## config.mk

```make
export PLATFORM = sky130hd
export DESIGN_NAME = sram_bus_bridge
export DESIGN_NICKNAME = d
export VERILOG_FILES = /design/src/rtl/sram_bus_bridge.sv
export SDC_FILE = /design/constraint.sdc
export NUM_CORES = 1
export LEC_CHECK = 0
export CAP_MARGIN = 10
export CORE_AREA = 5 5 86 148
export CTS_CLUSTER_SIZE = 24
export DETAILED_ROUTE_END_ITERATION = 12
export DIE_AREA = 0 0 91 153
export PLACE_DENSITY = 0.83
export SYNTH_ARGS = -nofsm -noshare
export SYNTH_HDL_FRONTEND = slang
export SYNTH_SLANG_ARGS = --single-unit
```

## constraint.sdc

```tcl
create_clock -name i_clk -period 6 [get_ports i_clk]
set_clock_uncertainty 0.05 [all_clocks]
set_input_delay 1.2 -clock i_clk [delete_from_list [all_inputs] [get_ports i_clk]]
set_output_delay 1.2 -clock i_clk [all_outputs]
set_load 0.02 [all_outputs]
```

## src/rtl/sram_bus_bridge.sv

```systemverilog
// Byte-addressed valid/ready load/store front-end for the word-addressed SRAM (read port A + write port).
// Response 1 cycle after accept (errors, full/empty-mask stores) or 2 cycles (loads, partial stores); held until taken.
module sram_bus_bridge #(
  parameter int num_words    = 4096,
  parameter int l2_num_words = 12,
  parameter int addr_width   = 32
) (
  input  logic                    i_clk,
  input  logic                    i_rst,
  input  logic                    i_req_valid,
  output logic                    o_req_ready,
  input  logic                    i_req_write,
  input  logic [addr_width-1:0]   i_req_addr,
  input  logic [31:0]             i_req_wdata,
  input  logic [3:0]              i_req_be,
  output logic                    o_resp_valid,
  input  logic                    i_resp_ready,
  output logic [31:0]             o_resp_rdata,
  output logic                    o_resp_err,
  output logic                    o_sram_read_enable_A,
  output logic [l2_num_words-1:0] o_sram_addr_read_A,
  input  logic [31:0]             i_sram_data_read_A,
  output logic                    o_sram_write_enable,
  output logic [l2_num_words-1:0] o_sram_addr_write,
  output logic [31:0]             o_sram_data_to_write
);

  typedef enum logic [1:0] {IDLE, RD_WAIT, MERGE, RESP} state_t;

  localparam logic [addr_width-1:0] max_words = addr_width'(num_words);

  state_t                  state, state_nxt;
  logic [l2_num_words-1:0] word_idx, cap_word;
  logic [31:0]             cap_wdata, merged;
  logic [3:0]              cap_be;
  logic                    req_err, accept;

  assign word_idx = i_req_addr[l2_num_words+1:2];
  assign req_err  = (i_req_addr[1:0] != 2'b00) || ((i_req_addr >> 2) >= max_words);
  assign accept   = i_req_valid & o_req_ready;

  // Lanes not enabled keep the word just read back from the SRAM.
  always_comb begin
    merged = i_sram_data_read_A;
    for (int k = 0; k < 4; k++) begin
      if (cap_be[k]) merged[8*k +: 8] = cap_wdata[8*k +: 8];
    end
  end

  always_ff @(posedge i_clk or posedge i_rst) begin
    if (i_rst) state <= IDLE;
    else       state <= state_nxt;
  end

  // Everything is gated by reset so an in-flight write is killed the moment reset rises.
  always_comb begin
    state_nxt            = state;
    o_req_ready          = 1'b0;
    o_sram_read_enable_A = 1'b0;
    o_sram_addr_read_A   = '0;
    o_sram_write_enable  = 1'b0;
    o_sram_addr_write    = '0;
    o_sram_data_to_write = '0;
    if (!i_rst) begin
      case (state)
        IDLE: begin
          o_req_ready = 1'b1;
          if (i_req_valid) begin
            if (req_err) begin
              state_nxt = RESP;
            end else if (!i_req_write) begin
              o_sram_read_enable_A = 1'b1;
              o_sram_addr_read_A   = word_idx;
              state_nxt            = RD_WAIT;
            end else if (i_req_be == 4'b1111) begin
              o_sram_write_enable  = 1'b1;
              o_sram_addr_write    = word_idx;
              o_sram_data_to_write = i_req_wdata;
              state_nxt            = RESP;
            end else if (i_req_be == 4'b0000) begin
              state_nxt = RESP;
            end else begin
              o_sram_read_enable_A = 1'b1;
              o_sram_addr_read_A   = word_idx;
              state_nxt            = MERGE;
            end
          end
        end
        RD_WAIT: state_nxt = RESP;
        MERGE: begin
          o_sram_write_enable  = 1'b1;
          o_sram_addr_write    = cap_word;
          o_sram_data_to_write = merged;
          state_nxt            = RESP;
        end
        RESP: if (i_resp_ready) state_nxt = IDLE;
        default: state_nxt = IDLE;
      endcase
    end
  end

  always_ff @(posedge i_clk or posedge i_rst) begin
    if (i_rst) begin
      cap_word     <= '0;
      cap_wdata    <= '0;
      cap_be       <= '0;
      o_resp_valid <= 1'b0;
      o_resp_rdata <= '0;
      o_resp_err   <= 1'b0;
    end else begin
      if (accept) begin
        cap_word  <= word_idx;
        cap_wdata <= i_req_wdata;
        cap_be    <= i_req_be;
      end
      case (state)
        IDLE: begin
          if (accept && state_nxt == RESP) begin
            o_resp_valid <= 1'b1;
            o_resp_rdata <= '0;
            o_resp_err   <= req_err;
          end
        end
        RD_WAIT: begin
          o_resp_valid <= 1'b1;
          o_resp_rdata <= i_sram_data_read_A;
          o_resp_err   <= 1'b0;
        end
        MERGE: begin
          o_resp_valid <= 1'b1;
          o_resp_rdata <= '0;
          o_resp_err   <= 1'b0;
        end
        RESP: if (i_resp_ready) o_resp_valid <= 1'b0;
        default: o_resp_valid <= 1'b0;
      endcase
    end
  end

endmodule

```

Word-level counts from Yosys, hierarchy flattened --
Cells that the tools add are included.
Word-level totals: flip-flop bits (word level) 84, output and inout port bits 93, input bits 105
Cells by class: bitwise logic cells 1, eq/ne operators 7, reductions and logical operators 11, mux-type cells 53, $lt $le $gt $ge 1
Operator list (count):
- 32-bit two-way mux | 6
- 12-bit two-way mux | 12
- 32-bit one-hot mux with 3 select lines | 1
- 32-bit one-hot mux with 2 select lines | 1
- 8-bit two-way mux | 4
- 30-bit by 13-bit greater-or-equal comparator with 1-bit output, second input constant | 1
- 12-bit one-hot mux with 2 select lines | 1
- 1-bit two-way mux | 19
- 2-bit two-way mux | 5
- 2-bit == test, second input constant | 3
- 2-bit one-hot mux with 3 select lines | 1
- 2-bit AND reduction | 3
- 4-bit == test, second input constant | 1
- 4-bit logical NOT | 1
- 2-bit inequality test, second input constant | 2
- 1-bit one-hot mux with 2 select lines | 2
- 2-bit nonzero test | 2
- 1-bit one-hot mux with 3 select lines | 1
- 3-bit nonzero test | 1
- 2-bit by 1-bit == test with 1-bit output, second input constant | 1
- 2-bit logical NOT | 1
- 2-bit OR reduction | 1
- 1-bit bitwise AND | 1
- 1-bit logical AND | 1
- 1-bit logical OR | 1

Longest topological paths before layout --
word-level depth 12, gate-level depth with buffers 10

Least setup slack after synthesis --
Ideal clock, no wire load.
kind input -> output, from input i_rst, to output o_sram_data_to_write[2], data arrival time 4290 ps, cell stages on the path 4, setup slack 460 ps, cells stage by stage inv_1 o21ai_1 clkbuf_1 nor2_1
Between the ends: word-level cells in the longest chain between the ends 1
Ends and longest elaborated chain:
- start: declaration | line 9 | input logic i_rst,
- 32-bit two-way mux | line 64 | if (!i_rst) begin
- end: declaration | line 25 | output logic [31:0] o_sram_data_to_write
Every way passes these cells.

Final worst setup path --
from input i_req_addr[16], to output o_sram_data_to_write[4]
Between the ends: word-level cells in the longest chain between the ends 6
Ends and longest elaborated chain:
- start: declaration | line 13 | input logic [addr_width-1:0] i_req_addr,
- 30-bit by 13-bit greater-or-equal comparator with 1-bit output | line 39 | assign req_err = (i_req_addr[1:0] != 2'b00) || ((i_req_addr >> 2) >= max_words);
- 1-bit logical OR | line 39
- 32-bit two-way mux | line 69 | if (req_err) begin
- 32-bit two-way mux | line 68 | if (i_req_valid) begin
- 32-bit one-hot mux with 2 select lines | line 65 | case (state)
- 32-bit two-way mux | line 64
Every way passes these cells.

==> summary.md <==
| Metric | Value |
|---|---|
| First-pass GRT wire length | `approximately 24,000 µm` |
| Minimum clock period | `~5 ns` |
| WL/cell | `about 19 µm` |
| Post-synthesis mux area share | `about a fifth` |
| CTS tree | `built` |
| Distinct cells, synth | `40` |
| Final TNS setup | `0 ns` |
| Critical path launch point type | `primary input` |
| Via density | `5.51` |
| Layout area overhead | `47.3%` |
| IO Pins | `a little under 200` |
| Post-Synth Simple-Gate Area | `14.9%` |
| Compound-Gate Fraction of Synth Area | `16.7%` |
| Post-synthesis async set-or-reset flop share | `between 90% and 100%` |
| Worst path required time | `around 4.8 ns` |
| Crit Path Max Fanout | `20` |
| Worst ir drop on vdd | `about 0.26 mV` |
| DP HPWL | `10,800 µm` |
| Worst path arrival time | `roughly 3.8 ns` |
| Total CTS buffers | `9` |
| Avg Inst Size Synth | `around 11 µm²` |
| Remaining DRCs | `0` |
| # rows | `between 50 and 60` |
| Slew @ Worst Pin | `~1.1 ns` |
| Most frequent cells in the layout | `197 x clkdlybuf4s50_1, 84 x dfrtp_1, 81 x mux2_2` |
| First DRT Iteration DRCs | `approximately 240` |
| Die area | `approximately 0.014 mm²` |
| Fmax | `between 150 and 200 MHz` |
| Total gr overflow | `0` |
| H-tree depth | `3` |
| GP Congestion | `~0.87` |
| Sequential cell area | `0.00210 mm²` |
| # clock sinks | `84` |
| Final period util | `a little over four fifths` |
| Max Cap Viol | `0` |
| Unrepaired setup endpoints after global routing | `false` |
| Vias | `4,272` |
| Fin. Hold Viols | `0` |
| Post-synth top area cell | `dfrtp_1` |
| Core area | `about 0.011 mm²` |
| Warnings from Yosys | `0` |
| CP Cell Sequence | `clkdlybuf4s50_1 -> or4_4 -> nor2_4 -> and3_2 -> buf_4 -> a22oi_2 -> nor2_2 -> clkdlybuf4s50_1` |
| Die Wd | `91 µm` |
| Synth top area share | `between 40 and 50%` |
| Finished Core Util | `a little over three fifths` |
| IO Port Bufs | `197` |
| Post-cts gate resize count | `0` |
| Largest net degree at the start of global routing | `86` |
| Die Y | `approximately 150 µm` |
| Fill cells | `approximately 890` |
| CP peak stage delay | `0.62 ns` |
| Routing usage on met2 | `38.3%` |
| Post-CTS setup buffers | `0` |
| Slowest library cell on the worst path | `clkdlybuf4s50_1` |
| Hold Slack | `~0.45 ns` |
| Post-route ant nets | `0` |
| Prevailing post-synth register cell | `dfrtp_1` |
| HP Class | `reg2reg` |
| Xor and xnor area share after synthesis | `0%` |
| Multi-input logic area | `between 0.002 and 0.003 mm²` |
| Commonest non-fill, non-tap cell in the layout | `clkdlybuf4s50_1` |
| Seq/Total Area, Yosys | `between 40% and 50%` |
| Critical path endpoint category | `primary output` |
| Max Slew Vio Count | `0` |
| Largest family of logic cells by synthesized area | `multiplexers` |
| Slew HR | `between 20 and 30%` |
| Crit path kind | `in2out` |
| Synth Instances | `around 450` |
| Hold_buf cts | `0` |
| Leakage | `~2.7 nW` |
| 1st-pass router iterations | `4` |
| P per Cell Area | `roughly 430 mW/mm²` |
| Met3 global-route usage | `under 10%` |
| Post-Synth Adder-Cell Area | `under 10%` |
| Initial antenna violation count | `1` |
| Clock buffer depth | `2` |
| Final WL | `~15,000 µm` |
| Initial Util | `between 40% and 50%` |
| Gr usage total | `21.0%` |
| Clock Latency Late Sink | `~0.33 ns` |
| Synth top area cells | `dfrtp_1 43%, mux2_2 19%, a22oi_2 7.9%` |
| FF+latch count, synth | `84` |
| Setup violations, final | `0` |
| Share of layout cells above drive strength 1 | `around 28%` |
| EDFF count, synth | `0` |
| Grt peak-use layer | `met2` |
| Post-Syn Area | `roughly 0.0049 mm²` |
| Most frequent CP cell | `clkdlybuf4s50_1` |
| Status | `finished, final reports clean` |
| Root Driver | `clkbuf_16` |
| Syn nets | `roughly 560` |
| M1 GR Usage | `approximately 22%` |
| Reg clk slew, reported paths | `approximately 0.06 ns` |
| Nets | `~740` |
| Vias in the first global route | `about 4,700` |
-- flip-flops by register name (all words and copies together), names as in the netlist --
| name | cells |
|---|---|
| cap_be | 4 |
| o_resp_err | 1 |
| o_resp_valid | 1 |
| state | 2 |
| o_resp_rdata | 32 |
| cap_wdata | 32 |
| cap_word | 12 |
-- path summary, 6_finish.rpt --
path | slack, ns | start | cells past startpoint | end
setup / recovery | 0.99 | i_req_addr[16] | 8 | o_sram_data_to_write[4]
hold / removal | 0.45 | cap_wdata[31]$_DFFE_PP0P_ | 1 | cap_wdata[31]$_DFFE_PP0P_
setup reg to reg | 2.27 | state[0]$_DFF_PP0_ | 10 | o_resp_rdata[11]$_DFFE_PP0P_
hold reg to reg | 0.45 | cap_wdata[31]$_DFFE_PP0P_ | 1 | cap_wdata[31]$_DFFE_PP0P_
max in group asynchronous | 3.49 | i_rst | 3 | o_resp_rdata[12]$_DFFE_PP0P_
min in group asynchronous | 1.76 | i_rst | 3 | cap_be[3]$_DFFE_PP0P_
-- report_power, final --
group	switching (W)	total [W]	internal (W)
sequential	0.000165	0.000969	0.000804
combinational	0.000796	0.00150	0.000702
clock	0.000231	0.000598	0.000367
-- logic make-up after synthesis --
| group | after synthesis |
|---|---|
| AOI/OAI and AO/OA | 94 |
| adders and majority gates | 4 |
| buffers and inverters | 44 |
| DFF | 84 |
| muxes | 81 |
| and+or+nand+nor | 147 |
-- synthesized netlist by cell type, drive strengths merged (2+ instances only) --
cell,number
buf,23
nor2,52
a211oi,2
dfrtp,84
mux2,81
nor4,5
o21ai,6
or4,2
inv,6
and2,12
nand2,67
a22oi,46
a21oi,4
clkbuf,15
nor2b,2
ha,4
and3,2
o22ai,32
-- routing by layer --
| layer | wire, µm | up-vias | share of wire (%) |
|---|---|---|---|
| met5 | 0 | - | 0 |
| li1 | - | 1978 | - |
| met2 | 8120 | 161 | 55 |
| met4 | 493 | 0 | 3.3 |
| met1 | 5380 | 2096 | 36 |
| met3 | 849 | 37 | 5.7 |
-- final cells by class --
class / instances / area share [%]
Clock inverter: 7 / 1.37
Multi-Input combinational cell: 326 / 35.1
Antenna cell: 1 / 0.0348
Tap cell: 135 / 2.35
Sequential cell: 84 / 29.2
Timing Repair Buffer: 207 / 28.4
Clock buffer: 9 / 3.13
Inverter: 6 / 0.330
-- through the flow --
| stage | setup slack [ns] | cell area [µm²] | instances | power, W |
|---|---|---|---|---|
| detailed placement | 0.988 | 6870 | 758 | 0.00247 |
| finish | 0.988 | 7200 | 775 | 0.00306 |
| global route | 0.856 | 7200 | 775 | 0.00325 |
| global placement | 1.00 | 6870 | 758 | 0.00241 |
| CTS | 0.983 | 7190 | 774 | 0.00308 |
| floorplan | 0.460 | 4890 | 454 | 0.00198 |
-- critical path, delay by kind of cell --
| kind | cells | cell delay [ns] |
|---|---|---|
| buffers and inverters | 3 | 1.34 |
| AND/OR/NAND/NOR | 4 | 1.07 |
| AO/OA/AOI/OAI | 1 | 0.14 |
No activity file was read; power rests on OpenSTA's default activity.
